[config.mk]
export PLATFORM = sky130hd
export DESIGN_NAME = uart_tx_arbiter_flat
export DESIGN_NICKNAME = d
export VERILOG_FILES = /design/src/rtl/uart_tx_arbiter_if.sv /design/src/rtl/uart_tx_arbiter.sv /design/src/flat_wrapper.sv
export SDC_FILE = /design/constraint.sdc
export NUM_CORES = 1
export LEC_CHECK = 0
export CORE_MARGIN = 4
export CORE_UTILIZATION = 40
export DETAILED_ROUTE_END_ITERATION = 10
export PLACE_DENSITY = 0.86
export RECOVER_POWER = 25
export REMOVE_ABC_BUFFERS = 1
export SYNTH_ARGS = -nofsm -noshare
export SYNTH_HDL_FRONTEND = slang
export SYNTH_SLANG_ARGS = --single-unit
[constraint.sdc]
create_clock -name clk -period 2.8 [get_ports clk]
set_input_delay 0.84 -clock clk [delete_from_list [all_inputs] [get_ports clk]]
set_output_delay 0.84 -clock clk [all_outputs]
set_load 0.05 [all_outputs]
[src/rtl/uart_tx_arbiter_if.sv]
// rtl/uart_tx_arbiter_if.sv - requester and transmitter signal bundle for uart_tx_arbiter
interface uart_tx_arbiter_if #(
    parameter int NUM_REQ = 4,
    parameter int DATA_W  = 8
);
    localparam int OWN_W = $clog2(NUM_REQ);

    logic [NUM_REQ-1:0]        req;
    logic [NUM_REQ*DATA_W-1:0] req_data;
    logic [NUM_REQ-1:0]        req_lock;
    logic [NUM_REQ-1:0]        gnt;
    logic                      tx_start;
    logic [DATA_W-1:0]         tx_data;
    logic                      tx_busy;
    logic [OWN_W-1:0]          owner;
    logic                      active;
    logic                      err_timeout;

    // arbiter side
    modport master (
        input  req, req_data, req_lock, tx_busy,
        output gnt, tx_start, tx_data, owner, active, err_timeout
    );

    // requesters and transmitter side
    modport slave (
        output req, req_data, req_lock, tx_busy,
        input  gnt, tx_start, tx_data, owner, active, err_timeout
    );
endinterface

[src/rtl/uart_tx_arbiter.sv]
// rtl/uart_tx_arbiter.sv - round-robin arbiter sharing one UART transmitter; optional burst lock under UART_ARB_LOCK_EN
module uart_tx_arbiter #(
    parameter int NUM_REQ      = 4,
    parameter int DATA_W       = 8,
    parameter int BUSY_TIMEOUT = 4
) (
    input  logic              clk,
    input  logic              rst,
    uart_tx_arbiter_if.master bus
);
    localparam int OWN_W = $clog2(NUM_REQ);

    localparam logic [1:0] ST_IDLE      = 2'd0;
    localparam logic [1:0] ST_WAIT_BUSY = 2'd1;
    localparam logic [1:0] ST_WAIT_DONE = 2'd2;

    localparam logic [3:0] TIMEOUT = 4'(BUSY_TIMEOUT);

    logic [1:0]         state;
    logic [3:0]         cnt;
    logic [OWN_W-1:0]   owner_q;
    logic [NUM_REQ-1:0] gnt_q;
    logic               tx_start_q;
    logic [DATA_W-1:0]  tx_data_q;
    logic               active_q;
    logic               err_q;

    logic [NUM_REQ-1:0] eligible;
    logic               win_found;
    logic [OWN_W-1:0]   win_idx;
    logic [OWN_W-1:0]   cand;

    assign bus.gnt         = gnt_q;
    assign bus.tx_start    = tx_start_q;
    assign bus.tx_data     = tx_data_q;
    assign bus.owner       = owner_q;
    assign bus.active      = active_q;
    assign bus.err_timeout = err_q;

`ifdef UART_ARB_LOCK_EN
    // a locked owner keeps the transmitter: nobody else may win, even while it is not requesting
    always_comb begin
        eligible = bus.req;
        if (bus.req_lock[owner_q]) begin
            eligible = bus.req & (NUM_REQ'(1) << owner_q);
        end
    end
`else
    logic unused_lock;
    assign unused_lock = ^bus.req_lock;

    // every request competes on every frame
    always_comb begin
        eligible = bus.req;
    end
`endif

    // rotating search starting just after the last owner
    always_comb begin
        win_found = 1'b0;
        win_idx   = '0;
        cand      = '0;
        for (int i = 1; i <= NUM_REQ; i++) begin
            cand = OWN_W'((int'(owner_q) + i) % NUM_REQ);
            if (!win_found && eligible[cand]) begin
                win_found = 1'b1;
                win_idx   = cand;
            end
        end
    end

    // frame sequencing: grant, wait for busy to rise (bounded), wait for busy to fall
    always_ff @(posedge clk or negedge rst) begin
        if (!rst) begin
            state      <= ST_IDLE;
            cnt        <= '0;
            owner_q    <= OWN_W'(NUM_REQ - 1);
            gnt_q      <= '0;
            tx_start_q <= 1'b0;
            tx_data_q  <= '0;
            active_q   <= 1'b0;
            err_q      <= 1'b0;
        end else begin
            gnt_q      <= '0;
            tx_start_q <= 1'b0;
            err_q      <= 1'b0;
            case (state)
                ST_IDLE: begin
                    if (!bus.tx_busy && win_found) begin
                        gnt_q      <= NUM_REQ'(1) << win_idx;
                        tx_start_q <= 1'b1;
                        tx_data_q  <= bus.req_data[win_idx*DATA_W +: DATA_W];
                        owner_q    <= win_idx;
                        active_q   <= 1'b1;
                        cnt        <= '0;
                        state      <= ST_WAIT_BUSY;
                    end
                end
                ST_WAIT_BUSY: begin
                    if (bus.tx_busy) begin
                        state <= ST_WAIT_DONE;
                    end else if (cnt >= TIMEOUT) begin
                        // transmitter never picked the byte up; drop it rather than retry
                        err_q    <= 1'b1;
                        active_q <= 1'b0;
                        state    <= ST_IDLE;
                    end else if (cnt != 4'hF) begin
                        cnt <= cnt + 4'd1;
                    end
                end
                ST_WAIT_DONE: begin
                    if (!bus.tx_busy) begin
                        active_q <= 1'b0;
                        state    <= ST_IDLE;
                    end
                end
                default: begin
                    active_q <= 1'b0;
                    state    <= ST_IDLE;
                end
            endcase
        end
    end
endmodule

[src/flat_wrapper.sv]
// flat-port wrapper written by rule: the top's interface ports become plain ports
module uart_tx_arbiter_flat 
#(
    parameter int NUM_REQ      = 4,
    parameter int DATA_W       = 8,
    parameter int BUSY_TIMEOUT = 4
)
  (clk, rst, bus_req, bus_req_data, bus_req_lock, bus_tx_busy, bus_gnt, bus_tx_start, bus_tx_data, bus_owner, bus_active, bus_err_timeout);
  uart_tx_arbiter_if #(.NUM_REQ(NUM_REQ), .DATA_W(DATA_W)) bus_i ();
  input  logic clk;
  input  logic rst;
  input wire logic [$bits(bus_i.req)-1:0] bus_req;
  input wire logic [$bits(bus_i.req_data)-1:0] bus_req_data;
  input wire logic [$bits(bus_i.req_lock)-1:0] bus_req_lock;
  input wire logic [$bits(bus_i.tx_busy)-1:0] bus_tx_busy;
  output wire logic [$bits(bus_i.gnt)-1:0] bus_gnt;
  output wire logic [$bits(bus_i.tx_start)-1:0] bus_tx_start;
  output wire logic [$bits(bus_i.tx_data)-1:0] bus_tx_data;
  output wire logic [$bits(bus_i.owner)-1:0] bus_owner;
  output wire logic [$bits(bus_i.active)-1:0] bus_active;
  output wire logic [$bits(bus_i.err_timeout)-1:0] bus_err_timeout;
  assign bus_i.req = bus_req;
  assign bus_i.req_data = bus_req_data;
  assign bus_i.req_lock = bus_req_lock;
  assign bus_i.tx_busy = bus_tx_busy;
  assign bus_gnt = bus_i.gnt;
  assign bus_tx_start = bus_i.tx_start;
  assign bus_tx_data = bus_i.tx_data;
  assign bus_owner = bus_i.owner;
  assign bus_active = bus_i.active;
  assign bus_err_timeout = bus_i.err_timeout;
  uart_tx_arbiter #(.NUM_REQ(NUM_REQ), .DATA_W(DATA_W), .BUSY_TIMEOUT(BUSY_TIMEOUT)) u_core (.clk(clk), .rst(rst), .bus(bus_i));
endmodule
**Yosys cells after proc, flatten, opt, wreduce, memory -nomap -nowiden**

Cells that the tools add are included.

- Flip-flop bits (word level): 23
- Output and inout bits: 17
- Input port bits: 43
- Logic and storage cells: 82

- Eq/ne operators: 10
- Multiplexer cells: 38
- Order comparisons: 5
- $add $sub $neg: 5
- Shifts and indexed selects: 2
- Reduce and logical (&&, ||, !) cells: 14

Operators by type and width:

| cell | count |
|---|---|
| 32-bit by 6-bit variable part select with 8-bit output | 1 |
| 4-bit 2-to-1 mux | 6 |
| 1-bit 2-to-1 mux | 17 |
| 2-bit 2-to-1 mux | 8 |
| 2-bit by 3-bit less-than comparator with 1-bit output (second input constant) | 4 |
| 1-bit binary-select mux with 2-bit select | 4 |
| 4-bit case mux with 2 select lines | 1 |
| 2-bit by 1-bit inequality test with 1-bit output (second input constant) | 3 |
| 2-bit inequality test (second input constant) | 3 |
| 2-bit case mux with 3 select lines | 1 |
| 5-bit AND reduction | 1 |
| 2-bit by 1-bit adder with 2-bit output (second input constant) | 2 |
| 2-bit adder (second input constant) | 2 |
| 4-bit by 1-bit adder with 4-bit output (second input constant) | 1 |
| 4-bit by 3-bit >= comparator with 1-bit output (second input constant) | 1 |
| 1-bit logical AND | 4 |
| 1-bit logical NOT | 4 |
| 4-bit inequality test (second input constant) | 1 |
| 4-bit AND reduction | 1 |
| 1-bit by 2-bit left shift with 4-bit output (first input constant) | 1 |
| 3-bit by 2-bit inequality test with 1-bit output (second input constant) | 1 |
| 1-bit case mux with 3 select lines | 1 |
| 3-bit AND reduction | 1 |
| 2-bit by 1-bit equality test with 1-bit output (second input constant) | 1 |
| 4 further kinds | 4 |

**Depth between registers and ports, before layout**

- Depth in word-level cells: 16
- Depth in mapped cells: 8
- Depth with buffers taken out: 7

**Worst setup path before layout**

No wires, ideal clock.

- Path type: input to register
- Start point: input bus_req[0]
- End point: register u_core.tx_data_q[1], in the netlist u_core.bus.tx_data[1]
- Data required time: 2,674 ps
- Cell stages on the path: 6
- Path slack: 425 ps
- Setup time: 126 ps
- Arrival time: 2,249 ps
- Path buffers: 1
- Cell sequence: and2b_1 -> o21ba_2 -> nor2_2 -> buf_6 -> mux2_4 -> a221o_1

- Cells in the longest elaborated chain, start to end: 14
- Elaborated cells between the ends (all ways): 25
- Those cells by class: 1 x shift; 16 x mux; 8 x reduce/logical

RTL lines:

| what | RTL line | RTL |
|---|---|---|
| start, declared | flat_wrapper.sv:12 | `input wire logic [$bits(bus_i.req)-1:0] bus_req;` |
| branches (longest 14 deep; another with 1-bit binary-select mux with 2-bit select) | - |  |
| end signal, assigned | uart_tx_arbiter.sv:92 | `tx_data_q <= bus.req_data[win_idx*DATA_W +: DATA_W];` |
| end, declared | uart_tx_arbiter.sv:24 | `logic [DATA_W-1:0] tx_data_q;` |

Several ways; the timed one is not identified. The select of a mux whose other input is x is not followed.
A chain may end at the register's enable or synchronous reset.

**Worst setup path in the final report**

- Start point: register u_core.owner_q[1], in the netlist u_core.bus.owner[1]
- End point: output bus_owner[1]

RTL lines:

| what | RTL line | RTL |
|---|---|---|
| start, declared | uart_tx_arbiter.sv:21 | `logic [OWN_W-1:0] owner_q;` |
| start signal, assigned | uart_tx_arbiter.sv:77 | `owner_q <= OWN_W'(NUM_REQ - 1);` |
| start signal, assigned | uart_tx_arbiter.sv:93 | `owner_q <= win_idx;` |
| end, declared | flat_wrapper.sv:19 | `output wire logic [$bits(bus_i.owner)-1:0] bus_owner;` |

No word-level cell between the ends.

==> flow_summary.yaml <==
synth:
  async_flop_share_pct: 100
  synth_edf_count: 0
  seq_area_frac_synth_pct: 46.9
  synth.distinct_cells: 37
  synth_area_mm2: 0.00123
  avgSynthCellArea_um2: 10.7
  yosysWarnings: 0
  synth_cells: 115
  synth_ff_type: "dfrtp_1"
  synth-seq-cells: 23
clock_tree:
  insertion_delay_ps: 330
  htreeDepth: 1
  cts_buffer_depth: 2
  clk_pin_slew_ps: 140
  cts_setup_buffers: 0
  hold_buffers: 0
  cts_tree: "done"
  cts-resized-gates: 0
  clock_sinks: 23
  numCtsBuffers: 3
  root_buffer: "clkbuf_4"
global_route:
  grt_overflow: 0
  grt_pass1_vias: 1245
  grt_max_degree: 15
  grt_pass1_wl_um: 5950
  antenna_found_initial: 0
  grt.total_usage_pct: 18.5
route:
  vias: 1238
  drtIter0Drc: 77
  drcViolationCount: 0
  drt-total-wl_um: 3590
  via_per_inst: 5.73
  drtPass1Iterations: 4
  avgRoutedWirePerCell_um: 16.6
  ant_nets: 0
sta:
  fin_skew_ps: 15.9
  rsz0062_at_grt: "false"
  relSlewSlack_pct: 56.6
  holdWs_ps: 506
  min_period_ps: 2700
  fin_tns_setup_ps: 0
  drv_slew: 0
  worst_pin_slew_ps: 649
  hold_viol_final: 0
  post-route-period-util_pct: 96.5
  max_freq_ghz: 0.370
  setup_viol: 0
floorplanning:
  io_pins: 60
  core_mm2: 0.00285
  floorplan.initialDensity_pct: 43.2
  die_w_um: 63.5
  dieArea_mm2: 0.00403
  die_h_um: 63.5
  rows: 19
power:
  p_sw_share_pct: 45.3
  pwr-share-comb_pct: 59.4
  p_seq_share_pct: 31.3
  vdd_ir_drop_max_mv: 0.522
  power_density_mw_per_mm2: 885
  p_int_uw: 949
  clock_power_share_pct: 9.3
  switching_power_uw: 784
  power.leakage_uw: 0.000870
critical_path:
  critical_path_buf_inv_count: 1
  r2r-start: "u_core.bus.owner[1]$_DFFE_PN1P_"
  crit_path_cell_trace: "clkdlybuf4s50_1"
  cp-endpoint: "bus_owner[1]"
  critPathMaxFanout: 9
  rrSetupSlack_ps: 560
  crit_family: "buffers and inverters"
  required_ps: 1960
  start_kind: "flop"
  critical_path_class: "reg2out"
  endpoint_kind: "output pin"
  slowest_stage: "clkdlybuf4s50_1"
  worst_path_largest_cell_delay_ps: 850
  cp_data_arrival_time_ps: 1860
  cp-startpoint: "u_core.bus.owner[1]$_DFFE_PN1P_"
  rr_worst_depth: 6
  timing.rr.end: "u_core.bus.tx_data[0]$_DFFE_PN0P_"
  path_depth: 1
finish:
  diodes: 0
  nets: 230
  final_layout_size_suffix_gt1_share_pct: 17.8
  areaGrowthSynthToFinish_pct: 58.9
  n_fill_cell: 218
place:
  dpl.hpwl_um: 2860
  place_congestion: 0.806
  io_buffers: 55
outcome:
  status: "finished, final reports clean"
min_path:
  holdCritPathClass: "reg2reg"
run:
  max_cap_viol_count: 0
## worst min-delay path by stage
stage	start	endpoint	slack, ps	depth (start not counted)
floorplan	u_core.cnt[3]$_DFFE_PN0P_	u_core.cnt[3]$_DFFE_PN0P_	450	1
global placement	u_core.bus.active$_DFFE_PN0P_	u_core.bus.active$_DFFE_PN0P_	460	2
detailed placement	u_core.cnt[3]$_DFFE_PN0P_	u_core.cnt[3]$_DFFE_PN0P_	480	1
CTS	u_core.cnt[3]$_DFFE_PN0P_	u_core.cnt[3]$_DFFE_PN0P_	510	1
global route	u_core.cnt[3]$_DFFE_PN0P_	u_core.cnt[3]$_DFFE_PN0P_	520	1
finish	u_core.bus.active$_DFFE_PN0P_	u_core.bus.active$_DFFE_PN0P_	510	2
## final cells by class
type / count / area (um^2) / share of cell area [%]
Inverter: 5 / 18.8 / 0.958
Sequential cell: 23 / 578 / 29.5
Tap cell: 31 / 38.8 / 1.98
Clock inverter: 1 / 7.51 / 0.383
Timing Repair Buffer: 70 / 688 / 35.1
Multi-Input combinational cell: 83 / 604 / 30.9
Clock buffer: 3 / 22.5 / 1.15
## logic make-up after synthesis
| kind of cell | count (synthesis) | share of synthesized area [%] |
|---|---|---|
| buffers and inverters | 9 | 4.06 |
| multiplexers | 10 | 10.9 |
| AND/OR/NAND/NOR | 36 | 14.6 |
| adder cells (fa/ha/maj) | 2 | 1.83 |
| XOR/XNOR | 1 | 0.711 |
| AO/OA/AOI/OAI | 34 | 21.0 |
| flip-flops | 23 | 46.9 |
## metrics by stage
step | instances | setup slack (ps) | utilization, % | power [uW] | instance area [um^2]
2_1_floorplan | 111 | 251 | - | 1160 | 1200
3_3_place_gp | 212 | -37.1 | 67.6 | 1540 | 1930
3_5_place_dp | 212 | -82.6 | 67.6 | 1570 | 1930
4_1_cts | 216 | 79.4 | 68.6 | 1740 | 1960
5_1_grt | 216 | 42.4 | 68.6 | 1830 | 1960
6_report | 216 | 98.7 | 68.6 | 1730 | 1960
## power groups by stage
stage	clock network, uW	registers (uW)	logic, uW
finish	161	543	1030
global route	182	554	1090
CTS	165	541	1030
detailed placement	0	545	1030
global placement	0	539	1000
floorplan	0	831	325
## Yosys cell counts (2+ instances only)
cell type / instances / area share (%)
buf_6: 2 / 1.8
o21ai_0: 9 / 3.7
nand2_1: 9 / 2.7
nand3_1: 8 / 3.2
nand3b_1: 2 / 1.2
a21oi_1: 7 / 2.8
dfrtp_1: 21 / 43
mux2_1: 2 / 1.8
dfstp_2: 2 / 4.3
nor3_1: 2 / 0.81
a21boi_1: 3 / 1.8
nor2_1: 7 / 2.1
nor2_2: 2 / 1.0
inv_1: 4 / 1.2
a221o_1: 8 / 6.5
mux2_4: 6 / 7.3
## layer usage
| layer | wire length, um | global-route usage, % | share of wire, % |
|---|---|---|---|
| met4 | 48 | 7.82 | 1.3 |
| met2 | 1850 | 30.4 | 52 |
| met3 | 213 | 2.49 | 5.9 |
| met1 | 1480 | 24.2 | 41 |
| met5 | 0 | 0 | 0 |
## cell usage in the layout (no fill, tap or decap), types with 2 or more instances in the layout
cell type / instances
o21ai_0: 9
dfstp_2: 2
buf_12: 2
nand3_1: 8
clkdlybuf4s50_1: 53
a21oi_1: 7
a21boi_1: 3
dlygate4sd3_1: 2
buf_4: 13
nor2_1: 7
nand2_1: 9
mux2_1: 2
clkbuf_4: 3
a221o_1: 8
nor3_1: 2
mux2_4: 6
dfrtp_1: 21
nand3b_1: 2
nor2_2: 2
inv_1: 4
## sequential cells by signal, summed over array words and instances (netlist names)
name / count
u_core.bus.tx_data: 8
u_core.bus.gnt: 4
u_core.cnt: 4
u_core.bus.owner: 2
u_core.state: 2
u_core.bus.active: 1
u_core.bus.err_timeout: 1
u_core.bus.tx_start: 1
(Power assumes the default switching activity.)
==> patch 1, RTL diff (same flow settings) <==
Reset style: synchronous (`rst`), changed in one clocked block.
--- a/src/rtl/uart_tx_arbiter.sv
+++ b/src/rtl/uart_tx_arbiter.sv
@@ -72,3 +72,3 @@
     // frame sequencing: grant, wait for busy to rise (bounded), wait for busy to fall
-    always_ff @(posedge clk or negedge rst) begin
+    always_ff @(posedge clk) begin
         if (!rst) begin
Function: differs if rst is asserted again (counterexample within 4 cycles, from zero or initial values and one cycle with rst low); with rst held inactive, the same outputs for 4 cycles.
==> patch 1 against the original RTL <==
  * Routed wire length up 2.5%
  * Synthesized cell count up 18%
  * Design area is 2.6% lower
  * Sequential cell count unchanged
  * Worst setup slack better by 0.18 ns
  * Maximum frequency is 7.0% higher
  * Area after synthesis is 1.7% higher
  * Largest cell class is now multi-input gates
  * Highest routed layer unchanged
Power is not compared: it rests on default switching activity, and its combinational part moved more than twofold at a synthesized area within 25%.
==> patch 1: results <==
{
  "outcome": "finished clean",
  "min_path_cells": 2,
  "final_nets": 242,
  "worstMarginPinSlew_ns": 0.614,
  "path_clk_slew_ns": 0.12,
  "grt_max_degree": 14,
  "skew_ns": 0.0111,
  "r2r_cells": 5,
  "synth_area_leaders": "dfxtp_1 (37%), mux2i_1 (8.0%), a21bo_1 (6.4%)",
  "gp_congestion": 0.781,
  "drive_gt1_frac": 0.0863,
  "via_per_inst": 5.36,
  "hp-start": "u_core.cnt[3]$_SDFFE_PN0P_",
  "cp_slowest_stage_delay_ns": 0.88,
  "synth_top_area_cell": "dfxtp_1",
  "hold_end": "u_core.cnt[3]$_SDFFE_PN0P_",
  "rrSetupSlack_ns": 1.02,
  "ys_seq_area_frac": 0.367,
  "drt_iter0_drc": 64,
  "ys_types": 40,
  "crit_fanout": 7,
  "synth_common_cells": "dfxtp_1 (23), mux2i_1 (10), nor2_1 (9)",
  "wl_met2_mm": 1.92,
  "wl_met1_mm": 1.51,
  "grt_pass1_vias": 1339
}
-- patch 1: metrics by stage --
| step | cell area, um^2 | setup slack, ns | hold slack, ns | cells |
|---|---|---|---|---|
| finish | 1910 | 0.276 | 0.448 | 241 |
| global route | 1910 | 0.136 | 0.465 | 241 |
| CTS | 1920 | 0.259 | 0.449 | 241 |
| floorplan | 1200 | 0.623 | 0.416 | 128 |
| global placement | 1890 | 0.133 | 0.430 | 237 |
| detailed placement | 1890 | 0.0715 | 0.429 | 237 |
-- patch 1: routing by layer --
layer	up-vias	global-route usage
li1	632	-
met1	604	0.218
met2	50	0.337
met3	6	0.0439
met4	0	0.0566
met5	-	0
-- patch 1: power breakdown --
group / internal (mW) / switching (mW)
logic: 0.146 / 0.166
registers: 0.350 / 0.0162
clock network: 0.0534 / 0.102
total: 0.550 / 0.285
-- patch 1: cells by family after synthesis --
kind of cell | after synthesis | synth area share
DFF | 23 | 0.367
and+or+nand+nor | 47 | 0.227
adders and majority gates | 1 | 0.00998
muxes | 10 | 0.0798
xor gates and xnor gates | 1 | 0.00699
AOI/OAI and AO/OA | 41 | 0.253
buffers and inverters | 13 | 0.0569
-- patch 1: how the worst max path moves through the flow --
| stage | startpoint | endpoint | slack (ns) | cells after the start |
|---|---|---|---|---|
| finish | u_core.bus.owner[1]$_SDFFE_PN1P_ | bus_owner[1] | 0.28 | 1 |
| global route | bus_req[1] | u_core.bus.tx_data[4]$_SDFFE_PN0P_ | 0.14 | 6 |
| CTS | u_core.bus.owner[1]$_SDFFE_PN1P_ | bus_owner[1] | 0.26 | 1 |
| detailed placement | bus_req[1] | u_core.bus.tx_data[2]$_SDFFE_PN0P_ | 0.07 | 6 |
| global placement | bus_req[1] | u_core.bus.tx_data[3]$_SDFFE_PN0P_ | 0.13 | 6 |
| floorplan | bus_req[3] | u_core.bus.tx_data[0]$_SDFFE_PN0P_ | 0.62 | 5 |
-- patch 1: final cells by class --
class,count,share of cell area
clock buffers,3,0.0118
clock inverters,1,0.00262
multi-input cells,100,0.375
inverters,5,0.00984
well taps,44,0.0289
flip-flops and latches,23,0.241
repair buffers,65,0.330
==> patch 2, RTL diff (same flow settings) <==
Made on the original files. The option `UART_ARB_LOCK_EN` is turned on by a define.
--- a/src/rtl/uart_tx_arbiter.sv
+++ b/src/rtl/uart_tx_arbiter.sv
@@ -1,2 +1,4 @@
 // rtl/uart_tx_arbiter.sv - round-robin arbiter sharing one UART transmitter; optional burst lock under UART_ARB_LOCK_EN
+`define UART_ARB_LOCK_EN
+
 module uart_tx_arbiter #(
Formal check against the unedited RTL: not equivalent (Yosys sat finds a counterexample within 4 cycles, from zero or initial values and one cycle with rst low).
==> patch 2 against the original RTL <==
  * The run now ends with negative setup slack left
  * Highest routed layer unchanged
  * Die area increased by 52%
  * Sequential cell count unchanged
  * Synthesized cell count increased by 91%
  * Largest cell class is now multi-input gates
  * Routed wire length increased by 120%
  * Design area increased by 75%
  * Worst setup slack got worse by 0.14 ns
  * Area after synthesis increased by 60%
  * Total power increased by 120%
==> patch 2: results <==
{
  "gr-usage-all-layers": 0.224,
  "outcome": "finished, violations left",
  "cts_root_buf": "clkbuf_8",
  "gp_congestion": 0.901,
  "via_per_inst": 6.08,
  "relSlewSlack": 0.185,
  "clk_path_buf_depth": 2,
  "drive_gt1_frac": 0.407,
  "setup_violations": 2,
  "synth_area_leaders": "dfrtp_1 (27%), nand2_1 (4.8%), mux2_2 (4.0%)",
  "r2r_end": "u_core.bus.tx_data[3]$_DFFE_PN0P_",
  "crit_path_top_delay_cell": "dfstp_2",
  "crit_fanout": 4,
  "final_nets": 386,
  "skew_ns": 0.00289,
  "leakagePower_nw": 1.46,
  "drt_iter0_drc": 246,
  "timing.final.ws_setup_ns": -0.0406,
  "grt_pass1_wl_mm": 11.2,
  "ys_seq_area_frac": 0.293,
  "cp_slowest_stage_delay_ns": 0.56,
  "synthFlopType": "dfrtp_1",
  "slew_viol_final": 0,
  "firstDrtPassIters": 5,
  "crit_family": "compound AO/OA/AOI/OAI gates",
  "grt_pass1_vias": 2356,
  "ys_types": 61,
  "cp.arrival_ns": 2.99,
  "grt_max_degree": 26,
  "clk_latency_ns": 0.26,
  "portBuffers": 59,
  "nFillCells": 315,
  "r2r_cells": 11,
  "dp_hpwl_mm": 5.04,
  "irDropWorstVdd_v": 0.000658,
  "synth_common_cells": "nand2_1 (25), dfrtp_1 (21), nor3_1 (13)",
  "wirelength_mm": 7.81,
  "yosys_warnings": 0,
  "violations": "negative setup slack"
}
[patch 2: changes by cell type after synthesis, sizes merged, moves of 6 or more]
cell	delta
nand2	+16
nor3	+12
a221o	-8
a311oi	+6
inv	+6
o2111ai	+6
[patch 2: kinds of logic (layout without fill, tap and decap cells)]
group,Yosys count,count (layout),share of synthesized area
AO/OA/AOI/OAI,77,77,0.340
adder cells (fa/ha/maj),5,5,0.0317
buffers and inverters,22,139,0.0565
flip-flops,23,23,0.293
multiplexers,14,14,0.0844
AND/OR/NAND/NOR,79,79,0.194
[patch 2: final cells by class]
class                      count  area (um^2)  area share
clock buffer                   3         41.3      0.0120
clock inverter                 1         5.00     0.00146
inverter                      11         41.3      0.0120
multi-input combinational    175         1540       0.448
sequential                    23          578       0.168
tap                           67         83.8      0.0244
timing repair buffer         124         1150       0.334
[patch 2: timing repair]
item                       4_1_cts  5_1_grt
cloned                           0        1
pin swaps                       15       12
buffers inserted                 5       10
gates resized for setup         33       33
setup endpoints to repair       17       15
[patch 2: worst reg2reg max path, cell delays in order (launching register included)]
cell	delay, ns
dfstp_2	0.56
inv_2	0.06
ha_4	0.24
mux4_2	0.34
nor2_2	0.05
a311oi_2	0.39
a22oi_2	0.14
buf_4	0.18
buf_4	0.14
nor3_1	0.23
a311oi_1	0.11
a211o_1	0.29
[patch 2: report_power, final]
group	internal [mW]	switching, mW	total (mW)
registers	0.461	0.0897	0.550
clock network	0.0991	0.104	0.203
logic	1.38	1.68	3.06
[patch 2: through the flow]
stage               setup WS (ns)  std cells  instance area [um^2]  TNS, ns  hold slack (ns)
floorplan                  -0.837        209                  1900    -8.77            0.484
global placement           -0.495        384                  2970    -6.32            0.522
detailed placement         -0.502        384                  2970    -7.61            0.553
CTS                        0.0176        393                  3150        0            0.575
global route               -0.133        404                  3430   -0.464            0.595
finish                    -0.0406        404                  3430  -0.0571            0.566
[patch 2: worst max path at each step]
stage                                               start                                 to  cells past startpoint
after detailed placement                       bus_req[2]  u_core.bus.tx_data[7]$_DFFE_PN0P_                      9
final                     u_core.bus.owner[0]$_DFFE_PN1P_  u_core.bus.tx_data[3]$_DFFE_PN0P_                     11
after global placement                    bus_req_lock[0]  u_core.bus.tx_data[0]$_DFFE_PN0P_                      9
after CTS                 u_core.bus.owner[1]$_DFFE_PN1P_  u_core.bus.tx_data[7]$_DFFE_PN0P_                     11
after floorplan           u_core.bus.owner[0]$_DFFE_PN1P_  u_core.bus.tx_data[0]$_DFFE_PN0P_                      9
after global routing      u_core.bus.owner[0]$_DFFE_PN1P_  u_core.bus.tx_data[4]$_DFFE_PN0P_                     13
[patch 2: per-layer routing]
layer	global-route usage	vias up	routed length, um
li1	-	1094	-
met4	0.0752	0	199
met3	0.0356	31	611
met5	0	-	0
met1	0.279	1181	3070
met2	0.392	150	3930
